===== src/rtl/jt12_opctl_pkg.sv =====
// Shared definitions for the JT12 operator control block: the 44-bit CSR word
// layout, slot encodings and the register-group strobe bundle.
package jt12_opctl_pkg;

  localparam int SEG_LEN   = 12;
  localparam int TL_W      = 7;
  localparam int DT1_W     = 3;
  localparam int MUL_W     = 4;
  localparam int KS_W      = 2;
  localparam int AR_W      = 5;
  localparam int D1R_W     = 5;
  localparam int D2R_W     = 5;
  localparam int SL_W      = 4;
  localparam int RR_W      = 4;
  localparam int SSG_EG_W  = 3;
  localparam int CSR_W     = TL_W + DT1_W + MUL_W + KS_W + AR_W + 1 + D1R_W + D2R_W
                           + SL_W + RR_W + 1 + SSG_EG_W;

  // Field order is MSB first, matching the packed ring word.
  typedef struct packed {
    logic [TL_W-1:0]     tl;
    logic [DT1_W-1:0]    dt1;
    logic [MUL_W-1:0]    mul;
    logic [KS_W-1:0]     ks;
    logic [AR_W-1:0]     ar;
    logic                amsen;
    logic [D1R_W-1:0]    d1r;
    logic [D2R_W-1:0]    d2r;
    logic [SL_W-1:0]     sl;
    logic [RR_W-1:0]     rr;
    logic                ssg_en;
    logic [SSG_EG_W-1:0] ssg_eg;
  } op_csr_t;

  typedef enum logic [1:0] {
    SLOT_S1 = 2'd0,
    SLOT_S3 = 2'd1,
    SLOT_S2 = 2'd2,
    SLOT_S4 = 2'd3
  } slot_op_e;

  typedef struct packed {
    logic tl;
    logic dt1;
    logic ks_ar;
    logic amen_dr;
    logic sr;
    logic sl_rr;
    logic ssgeg;
  } reg_up_t;

  // Key-on register bit that belongs to a given operator slot.
  function automatic logic keyon_din_bit(input logic [7:0] din, input logic [1:0] op);
    case (op)
      SLOT_S1: return din[4];
      SLOT_S3: return din[6];
      SLOT_S2: return din[5];
      default: return din[7];
    endcase
  endfunction

endpackage


===== src/rtl/jt12_opctl_seg.sv =====
// One 12-stage segment of the operator CSR ring, with the register-write merge
// applied to the word entering the segment.
module jt12_opctl_seg
  import jt12_opctl_pkg::*;
(
  input  logic    clk,
  input  logic    rst,
  input  logic    clk_en,
  input  logic [7:0] din,
  input  reg_up_t up,
  input  logic    upd_I,
  input  logic    upd_II,
  input  logic    upd_IV,
  input  op_csr_t prev,
  output op_csr_t last
);

  op_csr_t merged;
  op_csr_t [SEG_LEN-1:0] stages;

  always_comb begin
    // NOTE: merged starts as a copy of prev so every path assigns it; no latch is inferred.
    merged = prev;
    if (up.tl      && upd_IV) merged.tl    = din[6:0];
    if (up.dt1     && upd_I ) merged.dt1   = din[6:4];
    if (up.dt1     && upd_II) merged.mul   = din[3:0];
    if (up.ks_ar   && upd_II) merged.ks    = din[7:6];
    if (up.ks_ar   && upd_I ) merged.ar    = din[4:0];
    if (up.amen_dr && upd_IV) merged.amsen = din[7];
    if (up.amen_dr && upd_I ) merged.d1r   = din[4:0];
    if (up.sr      && upd_I ) merged.d2r   = din[4:0];
    if (up.sl_rr   && upd_I ) begin
      merged.sl = din[7:4];
      merged.rr = din[3:0];
    end
    if (up.ssgeg   && upd_I ) begin
      merged.ssg_en = din[3];
      merged.ssg_eg = din[2:0];
    end
  end

  // NOTE: sequential state uses non-blocking assignments so all stages shift from pre-edge values.
  always_ff @(posedge clk or posedge rst) begin
    if (rst) begin
      // NOTE: the whole storage array is reset because every stage is visible at the ring output.
      stages <= '0;
    end else if (clk_en) begin
      stages <= {stages[SEG_LEN-2:0], merged};
    end
  end

  assign last = stages[SEG_LEN-1];

endmodule


===== src/rtl/jt12_opctl.sv =====
// JT12 per-operator control: circulating CSR ring, per-slot key-on ring with
// CSM timer-A key-on, and algorithm/stage modulation operand decode.
module jt12_opctl
  import jt12_opctl_pkg::*;
#(
  parameter int num_ch = 6
) (
  input  logic       clk,
  input  logic       rst,
  input  logic       clk_en,
  input  logic [7:0] din,
  input  logic       up_tl,
  input  logic       up_dt1,
  input  logic       up_ks_ar,
  input  logic       up_amen_dr,
  input  logic       up_sr,
  input  logic       up_sl_rr,
  input  logic       up_ssgeg,
  input  logic       update_op_I,
  input  logic       update_op_II,
  input  logic       update_op_IV,
  input  logic       up_midop_I,
  input  logic       up_midop_II,
  input  logic       up_midop_IV,
  input  logic       up_keyon,
  input  logic [1:0] next_op,
  input  logic [2:0] next_ch,
  input  logic       csm,
  input  logic       overflow_A,
  input  logic [2:0] alg_I,
  input  logic [1:0] cur_op,
  output logic [6:0] tl_IV,
  output logic [2:0] dt1_I,
  output logic [3:0] mul_II,
  output logic [1:0] ks_II,
  output logic [4:0] ar_I,
  output logic       amsen_IV,
  output logic [4:0] d1r_I,
  output logic [4:0] d2r_I,
  output logic [3:0] sl_I,
  output logic [3:0] rr_I,
  output logic       ssg_en_I,
  output logic [2:0] ssg_eg_I,
  output logic       keyon_I,
  output logic       xuse_prevprev1,
  output logic       xuse_internal,
  output logic       yuse_internal,
  output logic       xuse_prev2,
  output logic       yuse_prev1,
  output logic       yuse_prev2
);

  localparam int N_SLOTS = 4 * num_ch;
  localparam int CNT_W   = $clog2(N_SLOTS);

  reg_up_t up;
  op_csr_t ring_out;

  assign up = '{tl: up_tl, dt1: up_dt1, ks_ar: up_ks_ar, amen_dr: up_amen_dr,
                sr: up_sr, sl_rr: up_sl_rr, ssgeg: up_ssgeg};

  generate
    if (num_ch == 6) begin : g_two_seg
      op_csr_t seg0_out, seg1_out;

      jt12_opctl_seg u_seg0 (
        .clk, .rst, .clk_en, .din, .up,
        .upd_I (update_op_I), .upd_II(update_op_II), .upd_IV(update_op_IV),
        .prev  (seg1_out),    .last  (seg0_out)
      );

      jt12_opctl_seg u_seg1 (
        .clk, .rst, .clk_en, .din, .up,
        .upd_I (up_midop_I),  .upd_II(up_midop_II),  .upd_IV(up_midop_IV),
        .prev  (seg0_out),    .last  (seg1_out)
      );

      assign ring_out = seg1_out;
    end else begin : g_one_seg
      op_csr_t seg0_out;

      jt12_opctl_seg u_seg0 (
        .clk, .rst, .clk_en, .din, .up,
        .upd_I (update_op_I), .upd_II(update_op_II), .upd_IV(update_op_IV),
        .prev  (seg0_out),    .last  (seg0_out)
      );

      assign ring_out = seg0_out;
    end
  endgenerate

  assign tl_IV    = ring_out.tl;
  assign dt1_I    = ring_out.dt1;
  assign mul_II   = ring_out.mul;
  assign ks_II    = ring_out.ks;
  assign ar_I     = ring_out.ar;
  assign amsen_IV = ring_out.amsen;
  assign d1r_I    = ring_out.d1r;
  assign d2r_I    = ring_out.d2r;
  assign sl_I     = ring_out.sl;
  assign rr_I     = ring_out.rr;
  assign ssg_en_I = ring_out.ssg_en;
  assign ssg_eg_I = ring_out.ssg_eg;

  // Key-on ring: the oldest bit is the stored state of the slot entering next cycle.
  logic [N_SLOTS-1:0] kon_ring;
  logic [CNT_W-1:0]   csm_cnt;
  logic               ch_valid;
  logic               kon_hit;
  logic               kon_next;
  logic               csm_trig;
  logic               csm_force;

  always_comb begin
    ch_valid  = (num_ch == 6) ? (din[1:0] != 2'b11) : (din[2:0] < 3'd3);
    kon_hit   = up_keyon && ch_valid && (next_ch == din[2:0]);
    kon_next  = kon_hit ? keyon_din_bit(din, next_op) : kon_ring[N_SLOTS-1];
    csm_trig  = csm && overflow_A;
    csm_force = (csm_trig || (csm_cnt != '0)) && (next_ch == 3'd2);
  end

  // CSM key-on covers the slots entering on the trigger cycle and the N_SLOTS-1 after it.
  always_ff @(posedge clk or posedge rst) begin
    if (rst) begin
      kon_ring <= '0;
      keyon_I  <= 1'b0;
      csm_cnt  <= '0;
    end else if (clk_en) begin
      kon_ring <= {kon_ring[N_SLOTS-2:0], kon_next};
      keyon_I  <= kon_next | csm_force;
      if (csm_trig)
        csm_cnt <= CNT_W'(N_SLOTS - 1);
      else if (csm_cnt != '0)
        csm_cnt <= csm_cnt - 1'b1;
    end
  end

  // Modulation operand selects, decoded from algorithm and current stage.
  logic [7:0] h;
  logic       s1, s3, s2, s4;

  always_comb begin
    h  = 8'b1 << alg_I;
    s1 = (cur_op == SLOT_S1);
    s3 = (cur_op == SLOT_S3);
    s2 = (cur_op == SLOT_S2);
    s4 = (cur_op == SLOT_S4);

    xuse_prevprev1 = s1 | (s3 & h[5]);
    xuse_prev2     = (s3 & (h[0] | h[1] | h[2])) | (s4 & h[3]);
    xuse_internal  = s4 & h[2];
    yuse_internal  = s4 & (h[0] | h[1] | h[3] | h[4]);
    yuse_prev1     = s1 | (s3 & h[1]) | (s2 & (h[0] | h[3] | h[4] | h[5] | h[6]))
                   | (s4 & (h[2] | h[5]));
    yuse_prev2     = 1'b0;
  end

endmodule


===== config.mk =====
export PLATFORM = sky130hd
export DESIGN_NAME = jt12_opctl
export DESIGN_NICKNAME = d
export VERILOG_FILES = /design/src/rtl/jt12_opctl_pkg.sv /design/src/rtl/jt12_opctl_seg.sv /design/src/rtl/jt12_opctl.sv
export SDC_FILE = /design/constraint.sdc
export NUM_CORES = 2
export LEC_CHECK = 0
export BUFFER_PORTS_ARGS = -buffer_cell sky130_fd_sc_hd__buf_2
export CAP_MARGIN = 40
export CELL_PAD_IN_SITES_DETAIL_PLACEMENT = 0
export CELL_PAD_IN_SITES_GLOBAL_PLACEMENT = 1
export CORE_UTILIZATION = 40
export DETAILED_ROUTE_END_ITERATION = 12
export GPL_TIMING_DRIVEN = 0
export PLACE_DENSITY = 0.61
export SETUP_SLACK_MARGIN = 0.1
export SYNTH_ARGS = -nofsm -noshare
export SYNTH_HDL_FRONTEND = slang
export SYNTH_SLANG_ARGS = --single-unit
export TNS_END_PERCENT = 10

===== constraint.sdc =====
create_clock -name clk -period 47.3 [get_ports clk]
set_input_delay 2.365 -clock clk [delete_from_list [all_inputs] [get_ports clk]]
set_output_delay 2.365 -clock clk [all_outputs]
set_load 0.01 [all_outputs]

# Word-level counts from Yosys, hierarchy flattened
# Index checks and enable logic that the tools add are counted.
[word_totals]
reg_bits = 1086
in_bits = 37
output_inout_bits = 51
wordCells = 378
[classes]
n_addsub = 1
n_eq_ne = 8
n_shift = 1
muxes = 24
n_bitwise = 23
reduce_logical = 30
[ops]
columns = ["op", "n"]
rows = [
  ["$mux 5", 8],
  ["$logic_and 1x1->1", 24],
  ["$mux 4", 4],
  ["$mux 8", 2],
  ["$or 1x1->1", 15],
  ["$mux 7", 2],
  ["$and 1x1->1", 8],
  ["$shl 1x3->7 const A", 1],
  ["$eq 2x2->1 const B", 3],
  ["$mux 3", 2],
  ["$reduce_bool 5->1", 1],
  ["$sub 5x1->5 const B", 1],
  ["$eq 2x1->1 const B", 2],
  ["$logic_not 2->1", 2],
  ["$mux 2", 2],
  ["$eq 3x2->1 const B", 1],
  ["$eq 3x3->1", 1],
  ["$mux 1", 3],
  ["$pmux 1 s3", 1],
  ["$ne 2x2->1 const B", 1],
  ["$reduce_and 2->1", 1],
  ["$reduce_bool 2->1", 1],
  ["$logic_or 1x1->1", 1],
]

# Logic depth before layout (Yosys ltp)
[depth]
ltp_word = 8
mapped_depth = 6
depth_no_buf = 6

# Cells and area by module
# Synthesis repeated with hierarchy kept, for this count alone.
[hier_totals]
hier_cells = 2745
hier_area_um2 = 43210.2
[by_module_without_submodules]
columns = ["mod", "instances", "cells_per_inst", "area_per_inst_um2", "seq_area_each_um2"]
rows = [
  ["jt12_opctl_seg", 2, 1315, 20901.3, 13212.7],
  ["jt12_opctl", 1, 115, 1407.6, 750.7],
]

# Worst setup path before layout
# OpenSTA, ideal clock, no wires.
[synth_path]
path_type = "input to output"
start = "input alg_I[0]"
end = "output xuse_prev2"
arrival_time_ps = 3080
t_required_ps = 44935
slack_ps = 41855
cell_stages = 4
path_cell_list = "clkbuf_1 > nand2_1 > xnor2_1 > nor3_1"
[synth_between]
elab_chain_cells = 5
elab_cells_between_ends = 6
classes_between = "shift (1); bitwise (5)"
[synth_rtl]
columns = ["element", "line_no", "text"]
rows = [
  ["start: declaration", "jt12_opctl.sv:30", "input logic [2:0] alg_I,"],
  ["$shl 1x3->7 (*)", "jt12_opctl.sv:143", "h = 8'b1 << alg_I;"],
  ["$or 1x1->1 (2 in series)", "jt12_opctl.sv:150", "xuse_prev2 = (s3 & (h[0] | h[1] | h[2])) | (s4 & h[3]);"],
  ["$and 1x1->1", "jt12_opctl.sv:150", ""],
  ["$or 1x1->1 (*)", "jt12_opctl.sv:150", ""],
  ["end: declaration", "jt12_opctl.sv:48", "output logic xuse_prev2,"],
]
# Mark *: on every way between the ends. The rest lies on a longest branch, timed or not.

# Worst setup path in the final report
[layout_path]
start = "input alg_I[2]"
end = "output yuse_prev1"
[layout_between]
elab_chain_cells = 8
elab_cells_between_ends = 12
classes_between = "shift (1); bitwise (11)"
[layout_rtl]
columns = ["element", "line_no", "text"]
rows = [
  ["$shl 1x3->7 (*)", "jt12_opctl.sv:143", ""],
  ["$or 1x1->1 (4 in series)", "jt12_opctl.sv:153", "yuse_prev1 = s1 | (s3 & h[1]) | (s2 & (h[0] | h[3] | h[4] | h[5] | h[6]))"],
  ["$and 1x1->1", "jt12_opctl.sv:153", ""],
  ["$or 1x1->1", "jt12_opctl.sv:153", ""],
  ["$or 1x1->1 (*)", "jt12_opctl.sv:154", "| (s4 & (h[2] | h[5]));"],
  ["end: declaration", "jt12_opctl.sv:49", "output logic yuse_prev1,"],
]
# Marked as above.

==> results_dict.tcl <==
set metrics [dict create \
    path_common_cell "buf_2" \
    max_stage_delay_ns 0.25 \
    use_met2_pct 27.3 \
    cts-root-buf "clkbuf_16" \
    htree_levels 3 \
    ff2ff_setup_slack_ns 45.53 \
    dieWidth_um 324 \
    outcome "completed" \
    io-pin-count 88 \
    cts_tree "built" \
    synth.area.top_cells "dfrtp_1, mux2_2, mux2i_1, buf_4, a21oi_1" \
    yosysTopAreaCellShare_pct 65.4 \
    worstPathArrival_ns 3.26 \
    met3_usage_pct 3.12 \
    place_hpwl_mm 64.2 \
    ys_ff_latch 1086 \
    cp_slowest_cell "o31ai_1" \
    vias_per_cell 4.94 \
    synth_top_cell_by_area "dfrtp_1" \
    dr.pass1.iters 4 \
    synth_top_flop_cell "dfrtp_1" \
    power_switching_mw 0.842 \
    globalplace.congestion 0.915 \
    fmax_ghz 0.178 \
    synth.area.mux_share_pct 29.1 \
    endpoint_kind "output pin" \
    finalHoldViolCount 0 \
    critPathBufInv 2 \
    skew_ns 0.0183 \
    worst_slack_ns 41.68 \
    overflow 0 \
    ant_nets 0 \
    clkLatencyLatePin_ns 0.68 \
    synthAdderAreaFrac_pct 0.0301 \
    wl_per_cell_um 20.8 \
    drc 0 \
    startpoint "alg_I[2]" \
    p_comb_share_pct 18.0 \
    path_clk_slew_ns 0.06 \
    synth_area_um2 41500 \
    cts_sinks 1086 \
    synthArstFlopShare_pct 100 \
    grt_max_degree 133 \
    tightest_slew_ns 0.805 \
    coreArea_um2 102000 \
    p_per_area_nw_per_um2 65.2 \
    ir_drop_uv 31.3 \
    cts_buffers 114 \
    crit_chain "buf_2 > nand2b_1 > o31ai_1 > nand2_1 > o221ai_1 > buf_2" \
    r2r_start "csm_cnt[0]" \
    top_usage_layer "met2" \
    drive_above_1_share_pct 49.5 \
    yosys.area_share.simple_pct 1.27 \
    avgSynthCellArea_um2 16.0 \
    track_usage_pct 17.5 \
    yosysWarnings 0 \
    ys_types 36 \
    switching_share_pct 27.0 \
    worst-r2r-cell-count 5 \
    setup_viol 0 \
    synth-edff-count 0 \
    final_cell_mix "dfrtp_1, mux2_2, buf_2" \
    post-place-ws_ns 41.68 \
    antenna_found_initial 5 \
    postSynthCellCount 2598 \
    drv_slew 0 \
    synth_xor_area_share_pct 0.105 \
    finalCritPeriodShare_pct 11.9 \
    clock_path_buffers 3 \
    holdBufCountCts 0 \
    cp.required_ns 44.94 \
    synth_top_family_by_area "multiplexers" \
    cp-endpoint "yuse_prev1" \
    synth_compound_area_share_pct 1.35 \
    cp_max_fo 5 \
    pwr-share-clk_pct 29.3 \
    rsz0062_at_grt "false" \
    met1_usage_pct 24.7 \
    initial_core_util_pct 40.6 \
    cts_resized 0 \
    placementRows 117 \
    drtIter0Drc 987 \
    die_area_um2 105000 \
    grt_pass1_wl_mm 140 \
    nets 2841 \
    slew_headroom_pct 46.4 \
    cts_setup_buffers 0 \
    grt_pass1_vias 23200 \
    port_buffers 80 \
    yosysSeqAreaShare_pct 65.4 \
    power_leakage_nw 21.0 \
    crit_family "compound AO/OA/AOI/OAI gates" \
    drt_wl_total_mm 88.6 \
    worst-path-stages 6 \
    cell_internal_pwr_mw 2.27 \
    hold_class "flop to flop" \
    criticalPathCategory "input pin to output pin" \
    max_cap_viol_count 0 \
    die_y_um 324 \
    post-route-min-period_ns 5.62 \
    syn-num-nets 2636 \
    area_growth_syn_to_layout_pct 15.0 \
    seqPwrFrac_pct 52.7 \
    startpoint_type "input pin" \
    layout_commonest_cell "dfrtp_1" \
    vias 21100 \
    fin_tns_setup_ns 0 \
    reg2reg_to "keyon_I" \
]
[worst min-delay path by stage]
stage | start | cells past startpoint | to | slack (ns)
CTS | kon_ring[0] | 1 | kon_ring[0] | 0.49
global route | kon_ring[0] | 1 | kon_ring[0] | 0.50
finish | kon_ring[0] | 1 | kon_ring[0] | 0.48
floorplan | kon_ring[0] | 1 | kon_ring[0] | 0.45
global placement | kon_ring[0] | 1 | kon_ring[0] | 0.47
detailed placement | kon_ring[0] | 1 | kon_ring[0] | 0.48
[synthesized netlist by cell type, types with 2 or more instances]
master,n
buf_4,89
nand2_1,28
o21ai_0,2
inv_1,5
dfrtp_1,1086
nor3_1,3
clkbuf_1,19
mux2i_1,89
buf_2,76
a21oi_1,92
xnor2_1,4
nor2_1,91
mux2_2,991
[kinds of logic after synthesis]
family | after synthesis
AO/OA/AOI/OAI | 104
XOR/XNOR | 5
adder cells (fa/ha/maj) | 1
buffers and inverters | 189
flip-flops | 1086
multiplexers | 1081
other | 1
AND/OR/NAND/NOR | 131
[sequential cells by signal, summed over array words and instances, names as in the netlist]
signal,count
keyon_I,1
g_two_seg.u_seg1.stages,484
g_two_seg.u_seg1.last,44
csm_cnt,5
kon_ring,24
g_two_seg.u_seg0.stages,484
g_two_seg.u_seg0.last,44
[stage by stage]
step | utilization, % | std cells | area (µm²) | power (mW) | hold slack, ns
2_1_floorplan | - | 2598 | 41500 | 1.98 | 0.448
6_report | 46.7 | 4262 | 47800 | 3.12 | 0.481
3_5_place_dp | 42.9 | 4055 | 43900 | 2.23 | 0.478
5_1_grt | 46.7 | 4259 | 47800 | 3.30 | 0.503
4_1_cts | 46.7 | 4259 | 47800 | 3.16 | 0.489
3_3_place_gp | 42.7 | 4046 | 43600 | 2.21 | 0.474
[worst register-to-register path, stage by stage, from the launching register on]
cell and delay (ns):
dfrtp_1 0.41, inv_1 0.07, ha_1 0.17, or3b_4 0.40, o31a_4 0.32, a221o_1 0.29
[routing by layer]
layer | up-vias | share of wire, %
met5 | - | 0.051
met4 | 8 | 2.8
met3 | 126 | 3.5
met2 | 259 | 46
met1 | 11100 | 47
li1 | 9531 | -
[power by group through the flow]
stage	clock network, mW	logic [mW]	registers (mW)
final	0.911	0.562	1.64
after global routing	0.976	0.620	1.70
after CTS	0.939	0.572	1.65
after detailed placement	0	0.567	1.67
after global placement	0	0.543	1.67
after floorplan	0	0.473	1.51
[cell type report]
type                            instances  area [µm²]
Sequential cell                      1086       27200
Inverter                                5        26.3
Clock inverter                         40         553
Timing Repair Buffer                   89         648
Antenna cell                            3        7.51
Tap cell                             1368        1710
Fill cell                            8853       54600
Buffer                                184        1120
Clock buffer                          164        3310
Multi-Input combinational cell       1323       13200
Power figures use the tool's default switching activity.
